## src/rtl/mp_rpcs_rx_rate_ctrl_usb4.sv

```systemverilog
// USB4 PIPE Rx rate/enable controller: sequences the 4-phase PMA handshake,
// settle wait and rate-change quiesce before exposing the Rx datapath enable.
module mp_rpcs_rx_rate_ctrl_usb4 #(
  parameter int SETTLE_CYCLES  = 16,
  parameter int ACK_TIMEOUT    = 1023,
  parameter int QUIESCE_CYCLES = 4
) (
  input  logic       pipe_clk,
  input  logic       pipe_rst_n,
  input  logic       rx_en_req,
  input  logic [1:0] pipe_rate_req,
  input  logic       pma_ack,
  input  logic       clr_err,
  output logic       rx_en,
  output logic [1:0] pipe_rate,
  output logic       pma_rx_en,
  output logic [1:0] pma_rate,
  output logic       pma_req,
  output logic       pipe_phystatus,
  output logic       busy,
  output logic       timeout_err
);

  typedef enum logic [2:0] {
    OFF     = 3'd0,
    EN_REQ  = 3'd1,
    SETTLE  = 3'd2,
    ACTIVE  = 3'd3,
    QUIESCE = 3'd4,
    RC_REQ  = 3'd5
  } state_t;

  // Counter holds the number of cycles already spent in the current state.
  localparam logic [9:0] SETTLE_LAST  = 10'(SETTLE_CYCLES - 1);
  localparam logic [9:0] ACK_LAST     = 10'(ACK_TIMEOUT - 1);
  localparam logic [9:0] QUIESCE_LAST = 10'(QUIESCE_CYCLES - 1);

  state_t     state, state_nxt;
  logic [9:0] cnt, cnt_nxt;
  logic       ack_meta, ack_s;
  logic       rx_en_nxt, pma_rx_en_nxt, pma_req_nxt, phystatus_nxt, err_nxt;
  logic [1:0] pipe_rate_nxt, pma_rate_nxt;

  assign busy = (state != OFF) && (state != ACTIVE);

  always_comb begin
    state_nxt     = state;
    rx_en_nxt     = rx_en;
    pipe_rate_nxt = pipe_rate;
    pma_rx_en_nxt = pma_rx_en;
    pma_rate_nxt  = pma_rate;
    pma_req_nxt   = pma_req;
    phystatus_nxt = 1'b0;
    err_nxt       = clr_err ? 1'b0 : timeout_err;

    case (state)
      OFF: begin
        // A stale ack from a previous handshake must fall before a new request.
        if (rx_en_req && !ack_s) begin
          state_nxt     = EN_REQ;
          pma_rx_en_nxt = 1'b1;
          pma_req_nxt   = 1'b1;
          pma_rate_nxt  = pipe_rate_req;
        end
      end
      EN_REQ, RC_REQ: begin
        if (ack_s) begin
          state_nxt   = SETTLE;
          pma_req_nxt = 1'b0;
        end else if (cnt == ACK_LAST) begin
          state_nxt     = OFF;
          pma_req_nxt   = 1'b0;
          pma_rx_en_nxt = 1'b0;
          err_nxt       = 1'b1;
          phystatus_nxt = 1'b1;
        end
      end
      SETTLE: begin
        if (cnt == SETTLE_LAST) begin
          state_nxt     = ACTIVE;
          rx_en_nxt     = 1'b1;
          pipe_rate_nxt = pma_rate;
          phystatus_nxt = 1'b1;
        end
      end
      ACTIVE: begin
        // Disable wins over a rate change; it waits out the entry pulse so
        // phystatus never stays high for two cycles.
        if (!rx_en_req) begin
          if (!pipe_phystatus) begin
            state_nxt     = OFF;
            rx_en_nxt     = 1'b0;
            pma_rx_en_nxt = 1'b0;
            phystatus_nxt = 1'b1;
          end
        end else if (pipe_rate_req != pipe_rate) begin
          state_nxt = QUIESCE;
          rx_en_nxt = 1'b0;
        end
      end
      QUIESCE: begin
        if ((cnt >= QUIESCE_LAST) && !ack_s) begin
          state_nxt    = RC_REQ;
          pma_rate_nxt = pipe_rate_req;
          pma_req_nxt  = 1'b1;
        end
      end
      default: begin
        state_nxt     = OFF;
        rx_en_nxt     = 1'b0;
        pma_rx_en_nxt = 1'b0;
        pma_req_nxt   = 1'b0;
      end
    endcase

    if (state_nxt != state) begin
      cnt_nxt = '0;
    end else if (cnt == 10'h3FF) begin
      cnt_nxt = cnt;
    end else begin
      cnt_nxt = cnt + 10'd1;
    end
  end

  always_ff @(posedge pipe_clk or negedge pipe_rst_n) begin
    if (!pipe_rst_n) begin
      state          <= OFF;
      cnt            <= '0;
      ack_meta       <= 1'b0;
      ack_s          <= 1'b0;
      rx_en          <= 1'b0;
      pipe_rate      <= 2'b00;
      pma_rx_en      <= 1'b0;
      pma_rate       <= 2'b00;
      pma_req        <= 1'b0;
      pipe_phystatus <= 1'b0;
      timeout_err    <= 1'b0;
    end else begin
      state          <= state_nxt;
      cnt            <= cnt_nxt;
      ack_meta       <= pma_ack;
      ack_s          <= ack_meta;
      rx_en          <= rx_en_nxt;
      pipe_rate      <= pipe_rate_nxt;
      pma_rx_en      <= pma_rx_en_nxt;
      pma_rate       <= pma_rate_nxt;
      pma_req        <= pma_req_nxt;
      pipe_phystatus <= phystatus_nxt;
      timeout_err    <= err_nxt;
    end
  end

endmodule
```

## config.mk

```make
export PLATFORM = sky130hd
export DESIGN_NAME = mp_rpcs_rx_rate_ctrl_usb4
export DESIGN_NICKNAME = d
export VERILOG_FILES = /design/src/rtl/mp_rpcs_rx_rate_ctrl_usb4.sv
export SDC_FILE = /design/constraint.sdc
export NUM_CORES = 1
export LEC_CHECK = 0
export ABC_AREA = 1
export BUFFER_PORTS_ARGS = -buffer_cell sky130_fd_sc_hd__buf_2
export CAP_MARGIN = 15
export CORE_MARGIN = 10
export CORE_UTILIZATION = 35
export CTS_BUF_LIST = sky130_fd_sc_hd__clkbuf_16
export DETAILED_ROUTE_END_ITERATION = 8
export GPL_TIMING_DRIVEN = 0
export PLACE_DENSITY = 0.54
export REMOVE_ABC_BUFFERS = 1
export SYNTH_ARGS = -nofsm -noshare
export SYNTH_HDL_FRONTEND = slang
export SYNTH_SLANG_ARGS = --single-unit
```

## constraint.sdc

```tcl
create_clock -name pipe_clk -period 2.2 [get_ports pipe_clk]
set_input_delay 0.33 -clock pipe_clk [delete_from_list [all_inputs] [get_ports pipe_clk]]
set_output_delay 0.33 -clock pipe_clk [all_outputs]
set_load 0.005 [all_outputs]
```

## Word-level counts from Yosys, hierarchy flattened

Index checks and enable logic that the tools add are counted.

| operators by class | value |
|---|---|
| muxes and demuxes | 37 |
| reduce and logical (&&, ||, !) cells | 16 |
| bitwise operators | 3 |
| $lt $le $gt $ge | 1 |
| equality and inequality tests | 22 |
| $add $sub $neg | 1 |

Operators with widths:

| cell | count |
|---|---|
| 3-bit two-way mux | 8 |
| 10-bit == test (second input constant) | 2 |
| 10-bit two-way mux | 2 |
| 1-bit two-way mux | 19 |
| 2-bit != test (second input constant) | 8 |
| 3-bit one-hot mux with 5 select lines | 1 |
| 10-bit by 1-bit adder with 10-bit output (second input constant) | 1 |
| 10-bit by 4-bit == test with 1-bit output (second input constant) | 1 |
| 10-bit by 2-bit >= comparator with 1-bit output (second input constant) | 1 |
| 3-bit != test (second input constant) | 3 |
| 1-bit one-hot mux with 4 select lines | 2 |
| 4-bit AND reduction | 2 |
| 3-bit by 2-bit == test with 1-bit output (second input constant) | 2 |
| 3-bit == test (second input constant) | 2 |
| 1-bit one-hot mux with 3 select lines | 2 |
| 6-bit AND reduction | 1 |
| 2-bit OR reduction | 3 |
| 2-bit two-way mux | 2 |
| 2-bit one-hot mux with 2 select lines | 1 |
| 4-bit OR reduction | 1 |
| 3-bit by 1-bit == test with 1-bit output (second input constant) | 1 |
| 1-bit logical AND | 3 |
| 3-bit logical NOT | 1 |
| 3-bit by 2-bit != test with 1-bit output (second input constant) | 1 |
| other kinds (8) | 10 |

| storage, ports and cells | value |
|---|---|
| output and inout bits | 10 |
| word-level logic and storage cells | 91 |
| register bits | 24 |

## Longest topological paths before layout

Gate-level depths: netlist (run 1).

| depth | value |
|---|---|
| depth in word-level cells | 6 |
| gate-level depth with buffers | 12 |

## Worst setup path after synthesis (run 1)

Ideal clock, no wire load.

| path | value |
|---|---|
| path kind | register to register |
| start | register cnt[1] |
| end | register cnt[4] |
| path slack | 619 ps |
| data required time | 2,079 ps |
| buffers on the path | 0 |
| cell stages (with the launch flop) | 11 |
| arrival time | 1,460 ps |
| setup time | 121 ps |
| clock period less this slack | 1,581 ps |
| cell sequence | dfrtp_1 > ha_1 > or2_1 > nor2_1 > nand2_1 > nand3_1 > nand2_2 > inv_1 > nand3_1 > nand3_4 > nor2_1 |

| between the ends | value |
|---|---|
| longest elaborated chain between the ends | 6 |
| elaborated cells between the ends (all ways) | 15 |
| classes of those cells | add/sub: 1; order compare: 1; eq/ne: 5; mux: 7; reduce/logical: 1 |

RTL lines:

| what | line | source |
|---|---|---|
| from (decl) | 39 | `logic [9:0] cnt, cnt_nxt;` |
| from (signal assigned) | 140 | `cnt <= cnt_nxt;` |
| 10-bit by 2-bit >= comparator with 1-bit output / 10-bit == test (equally long branches) | 102, 70 |  |
| 1-bit logical AND / 3-bit two-way mux (equally long branches) | 102, 70 |  |
| 3-bit two-way mux (on tied branches) | 102, 67 |  |
| 3-bit one-hot mux with 5 select lines | 56 | `case (state)` |
| 3-bit != test | 116 | `if (state_nxt != state) begin` |
| 2-bit != test (no line) / 10-bit two-way mux (equally long branches) | n/a |  |

Several ways; a longest one is shown, not always the timed one. The select of a mux whose other input is x is not followed.
A chain may end at the register's enable or synchronous reset.

## Final worst setup path (run 1)

| path | value |
|---|---|
| start | register cnt[1] |
| end | register cnt[9] |

| between the ends | value |
|---|---|
| longest elaborated chain between the ends | 6 |
| elaborated cells between the ends (all ways) | 15 |
| classes of those cells | add/sub: 1; order compare: 1; eq/ne: 5; mux: 7; reduce/logical: 1 |

RTL lines:

| what | line | source |
|---|---|---|
| 10-bit by 2-bit >= comparator with 1-bit output / 10-bit == test (equally long branches) | 102, 70 |  |
| 1-bit logical AND / 3-bit two-way mux (equally long branches) | 102, 70 |  |
| 3-bit two-way mux (on tied branches) | 102, 67 |  |
| 3-bit one-hot mux with 5 select lines (*) | 56 |  |
| named net state_nxt[0] | 38 | `state_t state, state_nxt;` |
| 3-bit != test (*) | 116 |  |
| 2-bit != test (no line) / 10-bit two-way mux (equally long branches) | n/a |  |

The timed path passes the listed nets; every way through them passes the cells marked *. The select of a mux whose other input is x is not followed.

==> flow_summary.json, run 1 <==
{
  "seq_area_um2": 601,
  "viasPerCell": 4.79,
  "worstSetupEndpointType": "flip-flop",
  "finalSetupViolations": 0,
  "cts_resized": 0,
  "crit_chain": "ha_1, or2_1, nor2_1, nand2_1, nand3_1, nand2_2, inv_1, nand2_1, nand2_2, nand3_4, nor2_1",
  "syn2layout_area_growth_pct": 18.5,
  "first_iter_violations": 89,
  "hold_buffers": 0,
  "synth-async-reset-ratio_pct": 100,
  "fp.coreArea_um2": 3660,
  "die_h_um": 81.5,
  "cpMaxStageDelayCell": "dfrtp_1",
  "syn_area_um2": 1330,
  "yosysSeqAreaShare_pct": 45.3,
  "synth.avg_cell_area_um2": 7.57,
  "finalCriticalPeriod_ns": 1.86,
  "synth_edf_count": 0,
  "clkTransAtPathRegs_ns": 0.06,
  "postCtsSetupBuffers": 0,
  "grt_use_total_pct": 9.03,
  "p_per_area_nw_per_um2": 1030,
  "synthFlopType": "dfrtp_1",
  "maxSlewHeadroom_pct": 62.4,
  "power_mw": 1.62,
  "n_antenna_cell": 0,
  "crit_type": "flip-flop to flip-flop",
  "cts_buffers": 3,
  "ios": 17,
  "arrival_ns": 2.05,
  "cts_sinks": 24,
  "routed_wl_um": 2890,
  "synth_most_common_cell": "nand2_1",
  "dieWidth_um": 81.5,
  "grt_pass1_vias": 1047,
  "cp_max_fo": 10,
  "start_util_pct": 36.2,
  "yosysWarnings": 0,
  "finalWorstSetupSlack_ns": 0.339,
  "fin_tns_setup_ns": 0,
  "grt_start_max_net_pins": 25,
  "maxSlewViolCount": 0,
  "antenna_found_initial": 0,
  "num_vias": 1164,
  "hp-class": "input pin to asynchronous set/reset pin",
  "max_slew.worst_pin.slew_ns": 0.564,
  "yosys-top-cells-area": "dfrtp_1, nand2_1, inv_1",
  "synth_top_area_cell": "dfrtp_1",
  "leakage_nw": 0.792,
  "grt_pass1_wl_um": 4770,
  "timing.fmax_mhz": 537,
  "cts_tree": "built",
  "vdd_drop_max_uv": 432,
  "syn_inst": 175,
  "crit_required_ns": 2.39,
  "multiInputGateArea_um2": 616,
  "netlist.area_leader.share_pct": 45.3,
  "std_cell_rows": 22,
  "nets": 205,
  "skew_ns": 0.00293,
  "netlist-cell-type-count": 22,
  "grt_setup_unrepaired": "no",
  "status": "completed",
  "maxCapViolCount": 0,
  "drt.antenna.violating_nets": 0,
  "gp_congestion": 0.945,
  "period_share_pct": 84.6,
  "first_pass_iters": 4,
  "h-tree-depth": 1,
  "cts-root-buf": "clkbuf_16",
  "dieArea_um2": 6650,
  "drive_gt1_share_pct": 16.9,
  "insertion_delay_ns": 0.26,
  "utilization_pct": 42.9,
  "overflow": 0,
  "synth_seq_cells": 24,
  "hold_viol": 0,
  "port_buffers": 16,
  "cp_slowest_stage_delay_ns": 0.41,
  "dpl.hpwl_um": 2210,
  "clock_path_buffers": 2,
  "start_kind": "flip-flop",
  "drc_errors": 0,
  "wl_per_cell_um": 11.9,
  "pre_cts_ws_ns": 0.325,
  "fillers": 386,
  "synthTopCellsByCount": "nand2_1, inv_1, dfrtp_1"
}
## worst max-delay path, delay by kind of cell, from the launching register on
kind | cells | cell delay (ns)
buffers and inverters | 1 | 0.11
DFF | 1 | 0.41
adders and majority gates | 1 | 0.22
and+or+nand+nor | 9 | 1.05
## state kept, by name (all words and copies together), names as in the netlist
register and count:
cnt 10, state 3, pipe_rate 2, pma_rate 2, ack_meta 1, ack_s 1
pipe_phystatus 1, pma_req 1, pma_rx_en 1, rx_en 1, timeout_err 1
## power breakdown
part / total [mW] / switching (mW) / internal (mW)
sequential: 0.597 / 0.0759 / 0.522
combinational: 0.507 / 0.324 / 0.183
clock: 0.520 / 0.158 / 0.362
total: 1.62 / 0.558 / 1.07
## area by class of cell
class	instances	area share, %
multi-input combinational	122	39.2
sequential	24	38.2
inverter	29	6.93
timing repair buffer	16	5.10
clock buffer	3	4.78
tap	48	3.82
clock inverter	1	1.91
## cells by family (layout without fill, tap and decap cells)
kind of cell | Yosys count | in the layout | share of synthesized area (%)
simple gates | 98 | 98 | 34.5
buf+inv | 29 | 49 | 8.21
flops | 24 | 24 | 45.3
compound gates | 19 | 19 | 8.12
xor+xnor | 3 | 3 | 1.98
fa+ha+maj | 2 | 2 | 1.89
## cells in the final DEF, fill, tap and decap left out
master	count
a21oi_1	4
nand2_1	44
inv_2	1
nand3_4	1
ha_1	2
nand4_1	8
clkbuf_16	3
nor3_1	1
nand3_2	2
o31ai_1	1
o311ai_0	2
a31oi_1	1
nor2_2	5
inv_1	28
nor2_4	1
buf_2	16
nand2_2	3
o21ai_0	10
or2_1	1
bufinv_16	1
o22ai_1	1
nand3_1	9
dfrtp_1	24
nor2_1	23
xor2_1	3
## through the flow
stage,instances,hold WS (ns),area [um^2]
detailed placement,239,0.336,1470
finish,243,0.0609,1570
floorplan,175,0.0344,1330
global route,243,0.0968,1570
CTS,243,0.0851,1570
global placement,239,0.336,1470
## path summary, 6_finish.rpt
| path | start | end | slack, ns | cells after the start |
|---|---|---|---|---|
| min | pipe_rst_n | state[1] | 0.06 | 1 |
| max | cnt[1] | cnt[9] | 0.34 | 11 |
| max reg2reg | cnt[1] | cnt[9] | 0.34 | 11 |
| min reg2reg | ack_meta | ack_s | 0.35 | 0 |
| min in group pipe_clk | pma_ack | ack_meta | 0.17 | 1 |
| max in group asynchronous | pipe_rst_n | state[0] | 1.77 | 1 |
## per-layer routing
| layer | track usage [%] | routed length (um) | up-vias |
|---|---|---|---|
| met5 | 0 | 0 | - |
| li1 | - | - | 601 |
| met1 | 11.9 | 1350 | 530 |
| met2 | 13.4 | 1290 | 28 |
| met4 | 3.11 | 36 | 0 |
| met3 | 3.06 | 214 | 5 |
No activity file was read; power rests on OpenSTA's default activity.
==> inputs of run 2 (changes only) <==
- PLACE_DENSITY: 0.54 -> 0.56
- clock period: 2.2 -> 1.56 ns (I/O delays scaled with it)
==> run 2 against run 1 <==
The flow now finishes with violations (setup timing); count of clock-buffer cells in the layout unchanged; largest power group is now combinational logic; maximum frequency increased by 7.3%; cell count increased by 4.9%; clock skew decreased by 0.0019 ns; utilization increased by 4.8 points; setup slack got worse by 0.51 ns.
==> flow_summary.json, run 2 (synthesized netlist as in run 1, its figures left out) <==
{
  "routed_wl_um": 3230,
  "utilization_pct": 47.7,
  "cts-root-buf": "clkbuf_16",
  "die_h_um": 81.5,
  "std_cell_rows": 22,
  "skew_ns": 0.00102,
  "violations": "setup timing",
  "gp_congestion": 0.878,
  "status": "complete, but fails checks",
  "r2r-start": "cnt[1]",
  "wl_met1_um": 1340,
  "fp.coreArea_um2": 3660,
  "arrival_ns": 1.92,
  "dp_cells": 239,
  "wl_met3_um": 201,
  "grt_start_max_net_pins": 25,
  "ios": 17,
  "wl_met2_um": 1650,
  "num_vias": 1257,
  "hold_viol": 0,
  "largest_reg_flops": 10,
  "final_common_cell": "nand2_1",
  "maxSlewViolCount": 0,
  "cp_slowest_stage_delay_ns": 0.40,
  "top_layer": "met4",
  "start_kind": "flip-flop",
  "cp_max_fo": 5,
  "top_register": "cnt",
  "hold_depth": 1,
  "worstSetupEndpointType": "flip-flop",
  "top_regs": "cnt x10, state x3",
  "grt_pass1_vias": 1316,
  "r2r_setup_slack_ns": -0.17,
  "insertion_delay_ns": 0.25,
  "start_util_pct": 36.2,
  "max_slew.worst_pin.slew_ns": 0.539,
  "crit_type": "flip-flop to flip-flop",
  "grt_pass1_wl_um": 5620,
  "crit_required_ns": 1.75,
  "drive_gt1_share_pct": 31.9,
  "leakage_nw": 0.854,
  "cts_buffers": 3,
  "worstRegToRegCells": 11,
  "drt.antenna.violating_nets": 0,
  "first_iter_violations": 68,
  "period_share_pct": 111,
  "n_antenna_cell": 0,
  "port_buffers": 16,
  "r2r_end": "cnt[3]",
  "postPlaceCellArea_um2": 1470,
  "crit_family": "simple AND/OR/NAND/NOR gates",
  "drc_errors": 0,
  "grt_use_total_pct": 10.6,
  "timing.fmax_mhz": 577,
  "hp-class": "input pin to flip-flop",
  "crit_chain": "ha_2, or2_1, nor2_1, nand2_1, nand3_2, nand2_2, inv_2, nand2_2, nand2_4, nand3_4, nor2_2",
  "power_mw": 2.59,
  "cts_sinks": 24,
  "maxCapViolCount": 0,
  "overflow": 0,
  "dieArea_um2": 6650,
  "vdd_drop_max_uv": 804,
  "viasPerCell": 4.93,
  "dieWidth_um": 81.5,
  "cpMaxStageDelayCell": "dfrtp_1",
  "hold_end": "ack_meta",
  "first_pass_iters": 4,
  "finalSetupViolations": 12,
  "finalWorstSetupSlack_ns": -0.174,
  "syn2layout_area_growth_pct": 31.7,
  "fin_area_um2": 1750,
  "cts_tree": "built",
  "grt_setup_unrepaired": "yes",
  "p_per_area_nw_per_um2": 1480,
  "cpMostUsedCell": "nand2_2",
  "final_cell_mix": "nand2_1, inv_1, dfrtp_1",
  "fin_cells": 255,
  "wl_per_cell_um": 12.7,
  "hp-start": "pma_ack",
  "hold-worst-slack_ns": 0.0879,
  "antenna_found_initial": 0,
  "fillers": 354,
  "maxSlewHeadroom_pct": 64.1,
  "clkTransAtPathRegs_ns": 0.06,
  "fin_tns_setup_ns": -1.48,
  "crit_buf_inv": 1,
  "h-tree-depth": 1,
  "finalCriticalPeriod_ns": 1.73,
  "pre_cts_ws_ns": -0.270,
  "clock_path_buffers": 2,
  "dpl.hpwl_um": 2270,
  "nets": 217
}
-- run 2: power breakdown --
part	internal [mW]	switching [mW]
Combinational	0.411	0.606
Sequential	0.740	0.111
Clock	0.510	0.212
-- run 2: worst max-delay path by stage --
stage / start / to / slack [ns] / cells past startpoint
final: cnt[1] / cnt[3] / -0.17 / 11
after global placement: cnt[1] / cnt[3] / -0.22 / 11
after detailed placement: cnt[1] / cnt[3] / -0.27 / 11
after floorplan: cnt[1] / cnt[8] / -0.02 / 10
after CTS: cnt[0] / cnt[0] / -0.18 / 11
after global routing: cnt[1] / cnt[3] / -0.30 / 11
-- run 2: area by class of cell --
cell class | instances | area, um^2 | area share [%]
Clock buffer | 3 | 75.1 | 4.30
Clock inverter | 1 | 30.0 | 1.72
Inverter | 29 | 109 | 6.24
Multi-Input combinational cell | 123 | 703 | 40.3
Sequential cell | 24 | 603 | 34.6
Tap cell | 48 | 60.1 | 3.44
Timing Repair Buffer | 27 | 165 | 9.46
-- run 2: metal layers --
layer	GRT usage [%]	vias to the layer above
met5	0	-
met4	3.98	0
met3	3.38	4
met2	19.0	34
met1	11.2	595
li1	-	624
-- run 2: repair_timing --
item                                    CTS  global route
gates resized for setup                  13            14
endpoints found under the hold margin    24             0
pin swaps                                 8            13
gates cloned                              1             0
endpoints found under the setup margin   10            18
buffers inserted                          8             6
hold buffers                              1             0
==> inputs of run 3 (changes only) <==
--- a/config.mk
+++ b/config.mk
@@ -15,5 +15,4 @@
 export GPL_TIMING_DRIVEN = 0
 export PLACE_DENSITY = 0.56
-export REMOVE_ABC_BUFFERS = 1
 export SYNTH_ARGS = -nofsm -noshare
 export SYNTH_HDL_FRONTEND = slang
==> constraint.sdc (replaced) <==
create_clock -name pipe_clk -period 1.56 [get_ports pipe_clk]
set_input_delay 0.234 -clock pipe_clk [delete_from_list [all_inputs] [get_ports pipe_clk]]
set_output_delay 0.234 -clock pipe_clk [all_outputs]
set_load 0.05 [all_outputs]
==> run 3 against run 2 <==
The flow still finishes with violations (setup timing); register-to-register slack barely moved; hold slack got worse by 0.0081 ns; sequential power fell by 0.6%; clock power rose by 2%; combinational power rose by 21%; die area did not move; design area fell by 1.4%; global-route usage fell by 0.31 points; sequential cell count did not move; utilization fell by 0.65 points; non-clock buffer count fell by 4.
==> flow_summary.json, run 3 (synthesized netlist as in run 1, its figures left out) <==
{
  "clkTransAtPathRegs_ns": 0.07,
  "maxSlewViolCount": 0,
  "vdd_drop_max_uv": 440,
  "grt_pass1_wl_um": 5430,
  "fin_tns_setup_ns": -1.45,
  "crit_type": "flip-flop to flip-flop",
  "r2r-start": "cnt[1]",
  "grt_util_met3_pct": 2.40,
  "cp_max_fo": 5,
  "h-tree-depth": 1,
  "insertion_delay_ns": 0.26,
  "max_slew.worst_pin.slew_ns": 0.565,
  "hold_depth": 1,
  "drc_errors": 0,
  "finalSetupViolations": 10,
  "finalWorstSetupSlack_ns": -0.165,
  "hold_viol": 0,
  "nets": 213,
  "final_cell_mix": "nand2_1, inv_1, dfrtp_1",
  "dpl.hpwl_um": 2250,
  "fillers": 351,
  "cts_buffers": 3,
  "grt_use_total_pct": 10.2,
  "r2r_end": "cnt[7]",
  "cts_sinks": 24,
  "fp.coreArea_um2": 3660,
  "leakage_nw": 0.839,
  "skew_ns": 0.00668,
  "start_kind": "flip-flop",
  "worstRegToRegCells": 11,
  "die_h_um": 81.5,
  "first_iter_violations": 133,
  "grt_setup_unrepaired": "yes",
  "clock_path_buffers": 2,
  "gp_congestion": 0.901,
  "hold_end": "ack_meta",
  "arrival_ns": 1.92,
  "hp-start": "pma_ack",
  "maxCapViolCount": 0,
  "multiInputGateArea_um2": 704,
  "hp-class": "input pin to flip-flop",
  "syn_nets": 184,
  "num_vias": 1209,
  "use_met1_pct": 12.7,
  "dieArea_um2": 6650,
  "routed_wl_um": 3190,
  "r2r_setup_slack_ns": -0.16,
  "cts_tree": "built",
  "crit_start": "cnt[1]",
  "first_pass_iters": 4,
  "finalCriticalPeriod_ns": 1.72,
  "top_usage_layer": "met2",
  "drive_gt1_share_pct": 30.5,
  "top_regs": "cnt x10, state x3",
  "grt_pass1_vias": 1205,
  "timing.fmax_mhz": 580,
  "wl_per_cell_um": 12.7,
  "cts-root-buf": "clkbuf_16",
  "grtUsageMet2_pct": 16.4,
  "grt_start_max_net_pins": 25,
  "p_per_area_nw_per_um2": 1630,
  "status": "complete, but fails checks",
  "n_antenna_cell": 0,
  "maxSlewHeadroom_pct": 62.3,
  "overflow": 0,
  "violations": "setup timing",
  "top_register": "cnt",
  "seq_area_um2": 603,
  "largest_reg_flops": 10,
  "ios": 17,
  "viasPerCell": 4.82,
  "syn2layout_area_growth_pct": 29.9,
  "antenna_found_initial": 0,
  "port_buffers": 16,
  "drt.antenna.violating_nets": 0,
  "power_mw": 2.81,
  "start_util_pct": 36.2,
  "dieWidth_um": 81.5,
  "final_common_cell": "nand2_1",
  "crit_required_ns": 1.75,
  "worstSetupEndpointType": "flip-flop",
  "pre_cts_ws_ns": -0.209,
  "period_share_pct": 111,
  "std_cell_rows": 22
}
==> run 3: cell count changes in the layout (fill, tap and decap cells not counted), sizes merged <==
| cell | before | now |
|---|---|---|
| buf | 26 | 22 |
==> run 3: area by class of cell <==
type                            count  area share (%)
Multi-Input combinational cell    123            40.9
Sequential cell                    24            35.0
Timing Repair Buffer               23            7.99
Inverter                           29            6.47
Clock buffer                        3            4.36
Tap cell                           48            3.49
Clock inverter                      1            1.74
==> run 3: report_power, final <==
part,internal (mW),switching [mW],total (mW)
Combinational,0.379,0.853,1.23
Sequential,0.740,0.106,0.846
Clock,0.510,0.226,0.737
Total,1.63,1.19,2.81
==> run 3: critical path, stage by stage, from the launching register on <==
cell	delay, ns
dfrtp_1	0.40
ha_2	0.20
or2_1	0.22
nor2_1	0.09
nand2_1	0.10
nand3_2	0.08
nand2_2	0.07
inv_4	0.08
nand2_4	0.06
nand2_4	0.08
nand3_4	0.13
nor2_2	0.13
==> run 3: repair_timing <==
action	in CTS	in global routing
endpoints found under the setup margin	11	18
hold endpoints to repair	24	0
hold buffers	1	0
resized for setup	14	13
cloned	1	0
pin swaps	10	8
setup buffers	5	1
==> run 3: per-layer routing <==
metal / wire, um / up-vias
li1: - / 622
met1: 1440 / 553
met2: 1540 / 28
met3: 158 / 6
met4: 47 / 0
met5: 0 / -
==> run 3: worst max-delay path by stage <==
| stage | cells past startpoint | endpoint |
|---|---|---|
| after floorplan | 11 | cnt[0] |
| after global placement | 11 | cnt[7] |
| after detailed placement | 11 | cnt[7] |
| after CTS | 11 | cnt[5] |
| after global routing | 11 | cnt[7] |
| final | 11 | cnt[7] |
==> run 3: stage by stage <==
stage	std cells	cell area (um^2)	utilization (%)	hold WS [ns]
after floorplan	175	1330	-	-0.0616
after global placement	239	1470	40.1	0.254
after detailed placement	239	1470	40.1	0.265
after CTS	250	1670	45.7	0.0758
after global routing	251	1720	47.0	0.0746
final	251	1720	47.0	0.0798
